[config.mk]
export PLATFORM = sky130hd
export DESIGN_NAME = arbiter_rr
export DESIGN_NICKNAME = d
export VERILOG_FILES = /design/src/rtl/arbiter_rr.sv
export SDC_FILE = /design/constraint.sdc
export NUM_CORES = 1
export LEC_CHECK = 0
export BUFFER_PORTS_ARGS = -buffer_cell sky130_fd_sc_hd__buf_2
export CORE_AREA = 2 2 39 41
export DETAILED_ROUTE_END_ITERATION = 8
export DIE_AREA = 0 0 41 43
export GPL_TIMING_DRIVEN = 0
export PLACE_DENSITY = 0.57
export SLEW_MARGIN = 20
export SYNTH_ARGS = -nofsm -noshare
export SYNTH_HDL_FRONTEND = slang
export SYNTH_SLANG_ARGS = --single-unit
[constraint.sdc]
create_clock -name clock -period 1.94 [get_ports clock]
set_clock_uncertainty 0.05 [all_clocks]
set_input_delay 0.291 -clock clock [delete_from_list [all_inputs] [get_ports clock]]
set_output_delay 0.291 -clock clock [all_outputs]
set_load 0.02 [all_outputs]
[src/rtl/arbiter_rr.sv]
// N-channel round-robin arbiter with registered one-hot grant and zero-bubble hand-over.
// Optional burst limit enabled by defining ARBITER_RR_BURST_LIMIT_EN.
//
// state    | meaning
// IDLE     | gnt == 0, no owner
// OWNED(i) | gnt[i] == 1, requester i owns the resource
module arbiter_rr #(
    parameter int N         = 4,
    parameter int IDW       = $clog2(N),
    parameter int MAX_BURST = 8
) (
    input  logic           clock,
    input  logic           reset,
    input  logic [N-1:0]   req,
    output logic [N-1:0]   gnt,
    output logic [IDW-1:0] gnt_id,
    output logic           gnt_valid
);

    logic [IDW-1:0] last;
    logic [IDW-1:0] last_nxt;
    logic [N-1:0]   gnt_nxt;
    logic [IDW-1:0] gnt_id_nxt;
    logic           gnt_valid_nxt;
    logic [IDW-1:0] pick_idx;
    logic [IDW-1:0] idx;
    logic           pick_found;
    logic           hold;
    logic           expire;

`ifdef ARBITER_RR_BURST_LIMIT_EN
    localparam logic [7:0] CNT_SAT = 8'(MAX_BURST - 1);

    logic [7:0] cnt;
    logic [7:0] cnt_nxt;

    // Owner is forced out only once saturated and someone else is waiting.
    assign expire = (cnt == CNT_SAT) && (|(req & ~gnt));
`else
    assign expire = 1'b0;
`endif

    assign hold = (|(gnt & req)) && !expire;

    // Search starts just past the last owner, so the last owner is considered last.
    always_comb begin
        pick_found = 1'b0;
        pick_idx   = '0;
        idx        = '0;
        for (int k = 1; k <= N; k++) begin
            idx = IDW'((int'(last) + k) % N);
            if (!pick_found && req[idx]) begin
                pick_found = 1'b1;
                pick_idx   = idx;
            end
        end
    end

    always_comb begin
        gnt_nxt       = gnt;
        gnt_id_nxt    = gnt_id;
        gnt_valid_nxt = gnt_valid;
        last_nxt      = last;
`ifdef ARBITER_RR_BURST_LIMIT_EN
        cnt_nxt       = cnt;
`endif
        if (hold) begin
`ifdef ARBITER_RR_BURST_LIMIT_EN
            if (cnt != CNT_SAT) begin
                cnt_nxt = cnt + 8'd1;
            end
`endif
        end else if (pick_found) begin
            gnt_nxt           = '0;
            gnt_nxt[pick_idx] = 1'b1;
            gnt_id_nxt        = pick_idx;
            gnt_valid_nxt     = 1'b1;
            last_nxt          = pick_idx;
`ifdef ARBITER_RR_BURST_LIMIT_EN
            cnt_nxt           = 8'd0;
`endif
        end else begin
            gnt_nxt       = '0;
            gnt_valid_nxt = 1'b0;
        end
    end

    always_ff @(posedge clock or negedge reset) begin
        if (!reset) begin
            gnt       <= '0;
            gnt_id    <= '0;
            gnt_valid <= 1'b0;
            last      <= IDW'(N - 1);
        end else begin
            gnt       <= gnt_nxt;
            gnt_id    <= gnt_id_nxt;
            gnt_valid <= gnt_valid_nxt;
            last      <= last_nxt;
        end
    end

`ifdef ARBITER_RR_BURST_LIMIT_EN
    always_ff @(posedge clock or negedge reset) begin
        if (!reset) begin
            cnt <= 8'd0;
        end else begin
            cnt <= cnt_nxt;
        end
    end
`endif

endmodule

==> impl_summary.txt <==
----------------------------------------------------
[Status]
  Run status ... finished clean

[Yosys]
  Cell Area, Synth ... 464 um2
  Mapped Cells ... 43
  Synthesized area divided by synthesized cell count ... 10.8 um2
  Arithmetic-cell share of the synthesized area counting full adders, half adders and majority gates ... 0%
  Compound-cell area share of the yosys netlist ... 17.3%
  Synth Area in Simple Gates ... 26.7%
  Largest family of logic cells by synthesized area ... simple AND/OR/NAND/NOR gates
  Post-synthesis sequential element count ... 9
  Post-synth top area share ... 37.7%
  Sequential area share after synthesis ... 49.1%
  Ranking of synthesized cells by area ... dfrtp_1, dfstp_2, nand2_1, mux2_2, a22o_1
  Post-synthesis net count ... 49
  Total of warnings raised by yosys ... 0
  Xor and xnor area share after synthesis ... 0%
  Multiplexer share of the synthesized area ... 7.01%
  Count of unique library cells instantiated by Yosys ... 22
  Most area-hungry cell type in the Yosys netlist ... dfrtp_1

[Timing]
  Final count of negative-setup-slack endpoints ... 0
  Total count of max-transition violations in the final report ... 0
  Tightest Pin Transition ... 428 ps
  Sum Neg Setup Slack ... 0 ps
  Minimum clock period ... 1510 ps
  Relative slew slack ... 71.3%
  Max Clk Rate ... 664 MHz
  Final Hold Viols ... 0
  RSZ-0062 raised after global routing ... false
  Period utilization ... 77.6%
  Worst Hold Slack ... 355 ps
  Post-layout worst setup margin ... 434 ps

[Global routing]
  Maximum number of pins on one net before global-route repair ... 10
  Via count of the first global-routing pass ... 391
  Number of antenna violations at the first check in global routing ... 0
  Global route overflow ... 0
  Wire length of the first global-routing pass ... 1600 um
  Global-route total usage across every layer ... 13.6%

[Critical path]
  Critical path class ... flip-flop to flip-flop
  Crit end category ... flip-flop
  Top fanout value on the critical path ... 7
  Kind of start point of the critical path ... flip-flop
  Required time at the endpoint of the critical path ... 2070 ps
  Crit path arrival time ... 1630 ps

[Floorplanning]
  Initial standard-cell utilization of the core ... 33.5%
  Floorplan die height ... 43 um
  Floorplan Core Area ... 0.00138 mm2
  Count of boundary I/O pins ... 13
  Die area ... 0.00176 mm2
  Num rows ... 14
  Width of the die ... 41 um

[Route]
  Drt pass-1 iters ... 2
  Post-route DRC ... 0
  DRT antenna net count ... 0
  Avg Vias per Cell ... 5.04
  DR vias ... 383
  DRT iter0 DRCs ... 1
  Routed wire length ... 905 um
  Drt wl/cell ... 11.9 um

[Placed design]
  HPWL after DPL ... 698 um
  Dpl cell area ... 544 um2
  Port Buffers ... 12
  Post-Place Worst Slack ... 331 ps
  Routability cong. ... 0.736

[Clock tree]
  Clk_lat worst skew ... 250 ps
  CTS H-Tree Depth ... 1
  Number of buffers inserted by post-CTS setup repair ... 0
  Root cell of the clock tree ... clkbuf_4
  CTS buffer count ... 3
  Clock sinks ... 9
  Maximum buffer depth of the clock tree ... 2
  CTS tree ... yes
  CTS clock-pin slew for the worst setup and hold paths ... 60 ps

[Layout]
  Nets@finish ... 67
  Share of layout cells above drive strength 1 ... 41.7%
  Diodes inserted ... 0
  Final design area excluding fillers ... 581 um2
  Layout overhead on the synthesized area ... 25.1%

[Power]
  Worst VDD drop ... 620 uV
  P_leak ... 0.274 nW
  Pwr Density ... 1610 mW/mm2
  Tot Pwr ... 0.936 mW

[Job]
  Max Cap Viol ... 0

[Hold path]
  Hold WC Path Type ... input port to asynchronous set/reset pin

----------------------------------------------------
## state kept, by name, indices dropped and copies added, names as in the netlist
name       count
gnt            4
gnt_id         2
last           2
gnt_valid      1
## cell usage after synthesis, drive strengths merged
| library cell | instances |
|---|---|
| mux2i | 1 |
| a22o | 2 |
| dfrtp | 7 |
| nand2 | 10 |
| o31ai | 1 |
| and2 | 2 |
| nor2b | 1 |
| o21ai | 1 |
| a21oi | 1 |
| or4 | 1 |
| nand3 | 1 |
| a21o | 1 |
| nand3b | 1 |
| a22oi | 2 |
| nor2 | 2 |
| dfstp | 2 |
| or2b | 1 |
| o221ai | 1 |
| a31oi | 1 |
| mux2 | 2 |
| nand2b | 2 |
## critical path, cell delays in order (launching register included)
cell      delay [ps]
dfstp_2          580
nand3b_1          90
a31oi_1          390
nand2_1          160
o21ai_0          170
## cell families (layout without fill, tap and decap cells)
family / after synthesis / after routing
simple gates: 21 / 21
compound gates: 10 / 10
flops: 9 / 9
mux: 3 / 3
buf+inv: 0 / 17
## through the flow
stage	utilization (%)	cells
floorplan	-	43
global placement	39.3	71
CTS	42.0	76
detailed placement	39.3	71
finish	42.0	76
global route	42.0	76
## layout by cell type (no fill, tap or decap)
cell and instances:
a21o_2 1, a21oi_1 1, a22o_1 2, a22oi_1 2, a31oi_1 1, and2_1 2
buf_2 12, clkbuf_1 1, clkbuf_4 3, dfrtp_1 7, dfstp_2 2, dlygate4sd3_1 1
mux2_2 2, mux2i_1 1, nand2_1 10, nand2b_1 2, nand3_4 1, nand3b_1 1
nor2_1 1, nor2_2 1, nor2b_1 1, o21ai_0 1, o221ai_2 1, o31ai_1 1
or2b_2 1, or4_4 1
## final cells by class
class                      instances  area [um2]
timing repair buffer              13        70.1
clock buffer                       4        26.3
multi-input combinational         34         236
fill                             140         803
tap                               16        20.0
sequential                         9         228
## metal layers
| metal | up-vias | GRT usage [%] | routed length [um] |
|---|---|---|---|
| met5 | - | 0 | 0 |
| met4 | 0 | 8.00 | 19 |
| met3 | 4 | 3.14 | 56 |
| met2 | 12 | 19.4 | 385 |
| met1 | 178 | 18.2 | 445 |
| li1 | 189 | - | - |
## report_power, final
group | switching, mW | total [mW] | internal [mW] | leakage [nW]
logic | 0.257 | 0.444 | 0.186 | 0.151
clock network | 0.0604 | 0.139 | 0.0789 | 0.0150
registers | 0.0637 | 0.353 | 0.290 | 0.107
## path summary, 6_finish.rpt
path | from | endpoint | slack (ps) | cells after the start
max | last[1] | gnt[2] | 430 | 4
min | reset | gnt_id[1] | 360 | 2
max reg2reg | last[1] | gnt[2] | 430 | 4
min reg2reg | gnt_valid | gnt_valid | 420 | 2
max in group asynchronous | reset | last[0] | 1240 | 2
min in group clock | gnt_valid | gnt_valid | 420 | 2
## repair_timing
item,CTS,global route
hold buffers,1,0
resized for setup,0,0
endpoints found under the hold margin,7,0
No activity file was read; power rests on OpenSTA's default activity.
